`src/rtl/cflog_pkg.sv`:
```
// Shared definitions for the control-flow log sequencer.
// CFLOG_LOOP_COMPRESS_EN selects 3-word records and the repeat-count state.
package cflog_pkg;

  localparam logic [15:0] LOG_BASE_DEF = 16'h01B0;
  localparam logic [15:0] LOG_SIZE_DEF = 16'h0080;
  localparam logic [15:0] TCB_BASE_DEF = 16'hA000;
  localparam logic [15:0] TCB_SIZE_DEF = 16'h4000;

`ifdef CFLOG_LOOP_COMPRESS_EN
  localparam logic [15:0] RECORD_WORDS = 16'd3;
`else
  localparam logic [15:0] RECORD_WORDS = 16'd2;
`endif

  // Count words carry a set LSB so they never look like a halfword-aligned address.
  localparam logic        CNT_MARKER = 1'b1;
  localparam logic [14:0] CNT_SAT    = 15'h7FFF;

  typedef enum logic [2:0] {
    ST_IDLE   = 3'd0,
    ST_WR_SRC = 3'd1,
    ST_WR_DST = 3'd2,
`ifdef CFLOG_LOOP_COMPRESS_EN
    ST_WR_CNT = 3'd3,
`endif
    ST_FULL   = 3'd4,
    ST_CLEAR  = 3'd5
  } state_t;

  function automatic logic [15:0] word_addr(input logic [15:0] base, input logic [15:0] idx);
    return base + {idx[14:0], 1'b0};
  endfunction

endpackage

```
`src/rtl/cflog_repeat_detect.sv`:
```
// Remembers the last logged pair and counts back-to-back repeats of it.
// Only built with CFLOG_LOOP_COMPRESS_EN.
`ifdef CFLOG_LOOP_COMPRESS_EN
module cflog_repeat_detect
  import cflog_pkg::*;
(
  input  logic        clk,
  input  logic        reset,
  input  logic        clear,
  input  logic        new_rec,
  input  logic        rep_rec,
  input  logic [15:0] src,
  input  logic [15:0] dst,
  input  logic [15:0] ptr,
  output logic        match,
  output logic        first,
  output logic [15:0] cnt_word,
  output logic [15:0] slot
);

  logic [15:0] last_src;
  logic [15:0] last_dst;
  logic        last_vld;
  logic [14:0] cnt;
  logic [14:0] cnt_inc;

  assign match    = last_vld && (src == last_src) && (dst == last_dst);
  assign first    = (cnt == 15'd0);
  assign cnt_inc  = (cnt == CNT_SAT) ? cnt : cnt + 15'd1;
  assign cnt_word = {cnt_inc, CNT_MARKER};

  always_ff @(posedge clk) begin
    if (reset || clear) begin
      last_src <= 16'd0;
      last_dst <= 16'd0;
      last_vld <= 1'b0;
      cnt      <= 15'd0;
      slot     <= 16'd0;
    end else if (new_rec) begin
      last_src <= src;
      last_dst <= dst;
      last_vld <= 1'b1;
      cnt      <= 15'd0;
      // The count word lands just past the new record's dst word.
      slot     <= ptr + 16'd2;
    end else if (rep_rec) begin
      cnt <= cnt_inc;
    end
  end

endmodule
`endif

```
`src/rtl/cflog_controller.sv`:
```
// CF-Log write sequencer: logs branch pairs, raises full_irq and stalls the CPU until the TCB clears the log.
// Optional loop compression via CFLOG_LOOP_COMPRESS_EN.
module cflog_controller
  import cflog_pkg::*;
#(
  parameter logic [15:0] LOG_BASE = LOG_BASE_DEF,
  parameter logic [15:0] LOG_SIZE = LOG_SIZE_DEF,
  parameter logic [15:0] TCB_BASE = TCB_BASE_DEF,
  parameter logic [15:0] TCB_SIZE = TCB_SIZE_DEF
) (
  input  logic        clk,
  input  logic        reset,
  input  logic [15:0] pc,
  input  logic        entry_valid,
  input  logic [15:0] entry_src,
  input  logic [15:0] entry_dst,
  output logic        entry_ready,
  input  logic        tcb_ack,
  output logic        log_wr_en,
  output logic [15:0] log_wr_addr,
  output logic [15:0] log_wr_data,
  output logic [15:0] log_ptr,
  output logic        full_irq,
  output logic        cpu_stall
);

  state_t      state;
  logic [15:0] dst_q;
  logic        inside_tcb;
  logic        ack;
  logic        room;
  logic        accept;

  assign inside_tcb  = ({1'b0, pc} >= {1'b0, TCB_BASE}) &&
                       ({1'b0, pc} <  ({1'b0, TCB_BASE} + {1'b0, TCB_SIZE}));
  assign ack         = tcb_ack && inside_tcb;
  assign room        = (LOG_SIZE - log_ptr) >= RECORD_WORDS;
  assign entry_ready = !reset && (state == ST_IDLE) && !ack && room;
  assign accept      = entry_valid && entry_ready;

`ifdef CFLOG_LOOP_COMPRESS_EN
  logic        rd_match;
  logic        rd_first;
  logic [15:0] rd_cnt_word;
  logic [15:0] rd_slot;

  cflog_repeat_detect u_repeat (
    .clk      (clk),
    .reset    (reset),
    .clear    (state == ST_CLEAR),
    .new_rec  (accept && !rd_match),
    .rep_rec  (accept && rd_match),
    .src      (entry_src),
    .dst      (entry_dst),
    .ptr      (log_ptr),
    .match    (rd_match),
    .first    (rd_first),
    .cnt_word (rd_cnt_word),
    .slot     (rd_slot)
  );
`endif

  always_ff @(posedge clk) begin
    if (reset) begin
      state       <= ST_IDLE;
      log_ptr     <= 16'd0;
      log_wr_en   <= 1'b0;
      log_wr_addr <= LOG_BASE;
      log_wr_data <= 16'd0;
      full_irq    <= 1'b0;
      cpu_stall   <= 1'b0;
      dst_q       <= 16'd0;
    end else begin
      log_wr_en <= 1'b0;
      case (state)
        ST_IDLE: begin
          if (ack) begin
            state     <= ST_CLEAR;
            log_ptr   <= 16'd0;
            cpu_stall <= 1'b1;
          end else if (accept) begin
`ifdef CFLOG_LOOP_COMPRESS_EN
            if (rd_match) begin
              state       <= ST_WR_CNT;
              log_wr_en   <= 1'b1;
              log_wr_addr <= word_addr(LOG_BASE, rd_slot);
              log_wr_data <= rd_cnt_word;
              if (rd_first) log_ptr <= log_ptr + 16'd1;
            end else
`endif
            begin
              // The src word goes out on the strobe registered here; dst follows next cycle.
              state       <= ST_WR_SRC;
              log_wr_en   <= 1'b1;
              log_wr_addr <= word_addr(LOG_BASE, log_ptr);
              log_wr_data <= entry_src;
              log_ptr     <= log_ptr + 16'd1;
              dst_q       <= entry_dst;
            end
          end
        end
        ST_WR_SRC: begin
          state       <= ST_WR_DST;
          log_wr_en   <= 1'b1;
          log_wr_addr <= word_addr(LOG_BASE, log_ptr);
          log_wr_data <= dst_q;
          log_ptr     <= log_ptr + 16'd1;
        end
`ifdef CFLOG_LOOP_COMPRESS_EN
        ST_WR_CNT,
`endif
        ST_WR_DST: begin
          if ((LOG_SIZE - log_ptr) < RECORD_WORDS) begin
            state     <= ST_FULL;
            full_irq  <= 1'b1;
            cpu_stall <= 1'b1;
          end else begin
            state <= ST_IDLE;
          end
        end
        ST_FULL: begin
          if (ack) begin
            state    <= ST_CLEAR;
            log_ptr  <= 16'd0;
            full_irq <= 1'b0;
          end
        end
        ST_CLEAR: begin
          state     <= ST_IDLE;
          cpu_stall <= 1'b0;
        end
        default: state <= ST_IDLE;
      endcase
    end
  end

endmodule
```
`config.mk`:
```
export PLATFORM = sky130hd
export DESIGN_NAME = cflog_controller
export DESIGN_NICKNAME = d
export VERILOG_FILES = /design/src/rtl/cflog_pkg.sv /design/src/rtl/cflog_repeat_detect.sv /design/src/rtl/cflog_controller.sv
export SDC_FILE = /design/constraint.sdc
export NUM_CORES = 1
export LEC_CHECK = 0
export ABC_AREA = 1
export ABC_CLOCK_PERIOD_IN_PS = 2000
export BUFFER_PORTS_ARGS = -buffer_cell sky130_fd_sc_hd__buf_2
export CAP_MARGIN = 30
export CELL_PAD_IN_SITES_DETAIL_PLACEMENT = 0
export CELL_PAD_IN_SITES_GLOBAL_PLACEMENT = 1
export CORE_ASPECT_RATIO = 1.2
export CORE_MARGIN = 4
export CORE_UTILIZATION = 33
export DETAILED_ROUTE_END_ITERATION = 12
export PLACE_DENSITY = 0.83
export SLEW_MARGIN = 10
export SYNTH_ARGS = -nofsm -noshare
export SYNTH_HDL_FRONTEND = slang
export SYNTH_SLANG_ARGS = --single-unit
```
`constraint.sdc`:
```
create_clock -name clk -period 2 [get_ports clk]
set_input_delay 0.3 -clock clk [delete_from_list [all_inputs] [get_ports clk]]
set_output_delay 0.3 -clock clk [all_outputs]
set_load 0.02 [all_outputs]
```
==> metrics.txt <==
GRT Total Usage=0.197; final worst path period need=~2.5 ns; HPWL Detailed=9290 µm; failing checks=negative setup slack; clock-pin slew on the worst setup and hold paths=approximately 0.060 ns; Worst Path Required=1.70 ns; Primary FF master, synth=dfxtp_1; DR pass1 iterations=5; syn nets=667; RePlAce Congestion=0.942; CP startpoint=log_ptr[4]$_SDFFE_PP0P_; final routed DRC violation total=0; IO buf count=89; Core ar.=0.0117 mm²; Leakage=2.97 nW; chip width=roughly 110 µm; yosys warns=0; worst r2r path cells=21; Initial Utilization=0.339; clk sinks=69; final hold vios=0; Switch Pwr=3.12 mW; total CTS buffers=9; Post-synth ARST share=0; Worst R2R Setup Slack=-0.45 ns; Syn Inst Count=approximately 610; final setup margin=-0.481 ns; Final Power=7.80 mW; Avg WL per Cell=14.7 µm; Worst setup EP type=primary output; # Max-Cap Violations=0; final wirelength=between 10000 and 15000 µm; clock root cell=clkbuf_16; Flop pwr share=0.232; Yosys reg bits=69; final setup violation count=69; worst setup path end=entry_ready; vias per inst=4.87; ant diodes=0; first-pass GRT wire length=about 22000 µm; Die H=128 µm; Ports=104; H-tree levels=3; synth cell count leaders=135 x nand2_1, 92 x nor2_1, 69 x dfxtp_1; area grow syn2layout=62.6%; maximum clock rate=around 400 MHz; largest net degree at the start of global routing=42; hold_ws=between 0.2 and 0.25 ns; CTS tree=done; Comb power frac=0.545; top cells by area, synth=dfxtp_1 35%, nand2_1 13%, nor2_1 8.7%, o21ai_0 7.3%, nand3_1 6.7%; post-synth top area share=0.349; Yosys cell types=36; Crit Reg-Reg Startpoint=log_ptr[4]$_SDFFE_PP0P_; Post-DRT Antenna Nets=0; Bufs on Longest Clock Path=2; sw frac=0.399; clk_skew=0.00540 ns; worst-skew pair later-pin latency=0.34 ns; fin crit share=1.24; routed vias=4598; Layout fillers=1115; final setup TNS=-25.88 ns; CP max FO=3; register area share after synthesis=0.349; Hold Path Class=in -> reg; Avg Cell Area, Syn=6.50 µm²; Site Rows=43; number of synthesized flops with an enable pin=0; internal power=4.69 mW; sequential cell area=0.00140 mm²; top-count cell post-synth=nand2_1; vias in the first global route=4574; WS Path Type=reg -> out; Max-slew headroom=0.654; area of the multi-input gates=0.00273 mm²; unrepaired setup endpoints after global routing=yes; VDD IR max=0.651 mV; Slew Limit Fails=0; mapped cell area=~0.004 mm²; Startpoint Class=flop; crit path DAT=around 2.2 ns; number of DRC markers in iteration 0=173; worst-margin pin slew=0.514 ns; RR Endpoint=log_wr_addr[15]$_SDFFE_PP0P_; layout cells sized above 1=0.437; initial antenna violation count=0; Clk network pwr share=0.222; Final #Nets=840; DIE AREA=between 0.01 and 0.015 mm²; status=finished with violations; Power per Cell Area=1210 mW/mm²; GRT overflow=0; Yosys top cell by area=dfxtp_1
## power groups by stage
| stage | Clock, mW | Combinational (mW) | Sequential [mW] |
|---|---|---|---|
| 3_3_place_gp | 0 | 2.89 | 1.81 |
| 5_1_grt | 1.83 | 4.59 | 1.84 |
| 2_1_floorplan | 0 | 1.52 | 2.09 |
| 4_1_cts | 1.77 | 3.80 | 1.79 |
| 3_5_place_dp | 0 | 2.91 | 1.81 |
| 6_report | 1.74 | 4.26 | 1.81 |
## per-layer routing
| metal | GRT usage | wire length [µm] | share of wire |
|---|---|---|---|
| met1 | 0.237 | 5810 | 0.42 |
| met5 | 0 | 0 | 0 |
| met3 | 0.0423 | 647 | 0.047 |
| met2 | 0.340 | 7040 | 0.51 |
| met4 | 0.0802 | 344 | 0.025 |
## flip-flops by register name, summed over array words and instances (netlist names)
signal,count
cpu_stall,1
dst_q,16
full_irq,1
log_ptr,16
log_wr_addr,15
log_wr_data,16
log_wr_en,1
state,3
## how the worst min path moves through the flow
| stage | start | end | slack (ns) | depth (start not counted) |
|---|---|---|---|---|
| 2_1_floorplan | dst_q[10]$_SDFFE_PP0P_ | dst_q[10]$_SDFFE_PP0P_ | 0.42 | 2 |
| 3_3_place_gp | dst_q[1]$_SDFFE_PP0P_ | dst_q[1]$_SDFFE_PP0P_ | 0.43 | 2 |
| 3_5_place_dp | dst_q[5]$_SDFFE_PP0P_ | dst_q[5]$_SDFFE_PP0P_ | 0.44 | 2 |
| 4_1_cts | entry_dst[2] | dst_q[2]$_SDFFE_PP0P_ | 0.22 | 3 |
| 5_1_grt | entry_dst[4] | dst_q[4]$_SDFFE_PP0P_ | 0.23 | 3 |
| 6_report | entry_dst[12] | dst_q[12]$_SDFFE_PP0P_ | 0.23 | 3 |
## what timing repair did
action,CTS,global route
hold endpoints to repair,0,0
hold buffers,0,0
endpoints found under the setup margin,68,69
buffers inserted,23,8
pin swaps,16,53
resized for setup,61,111
cloned,6,1
## worst max-delay path: stages (launching register included)
cell     delay, ns
dfxtp_4       0.36
inv_4         0.06
ha_4          0.13
nand2_4       0.07
inv_4         0.06
nand2_1       0.05
nand2_1       0.06
nand2_1       0.04
nor2_1        0.12
nand2_2       0.14
nor2_2        0.16
nand2_2       0.08
nor2_4        0.13
nand3_4       0.10
and2_4        0.16
buf_6         0.12
## layout make-up
cell class	count	share of cell area
sequential	69	0.217
clock inverter	4	0.00797
multi-input combinational	453	0.425
clock buffer	12	0.0431
timing repair buffer	195	0.241
inverter	54	0.0356
tap	157	0.0305
## cell families (layout without fill, tap and decap cells)
family	count (synthesis)	in the layout	synth area share
adder cells (fa/ha/maj)	6	6	0.0190
AO/OA/AOI/OAI	115	115	0.148
buffers and inverters	87	265	0.0973
AND/OR/NAND/NOR	311	311	0.341
other	1	1	0.000947
flip-flops	69	69	0.349
XOR/XNOR	20	20	0.0442
## layout by cell type (no fill, tap or decap), drive strengths merged
cell      netlist  final
buf            17    192
nand2         140    140
nor2           98     98
o21ai          72     72
dfxtp          69     69
nand3          55     55
inv            51     51
a21oi          42     42
xor2           20     20
clkbuf         16     13
nor3            6      6
ha              6      6
clkinv          3      5
nand4           4      4
and3            2      2
bufbuf          0      2
or2             2      2
nand3b          1      1
and2            1      1
a22oi           1      1
nor3b           1      1
nor4            1      1
conb            1      1
bufinv          0      1
clkinvlp        0      1
## metrics by stage
stage	instances	setup slack [ns]	instance area, µm²	util
2_1_floorplan	609	-0.0273	4040	-
3_3_place_gp	903	-0.249	5160	0.442
3_5_place_dp	903	-0.312	5160	0.442
4_1_cts	948	-0.408	6050	0.518
5_1_grt	944	-0.599	6440	0.551
6_report	944	-0.481	6440	0.551
Power figures use the tool's default switching activity.
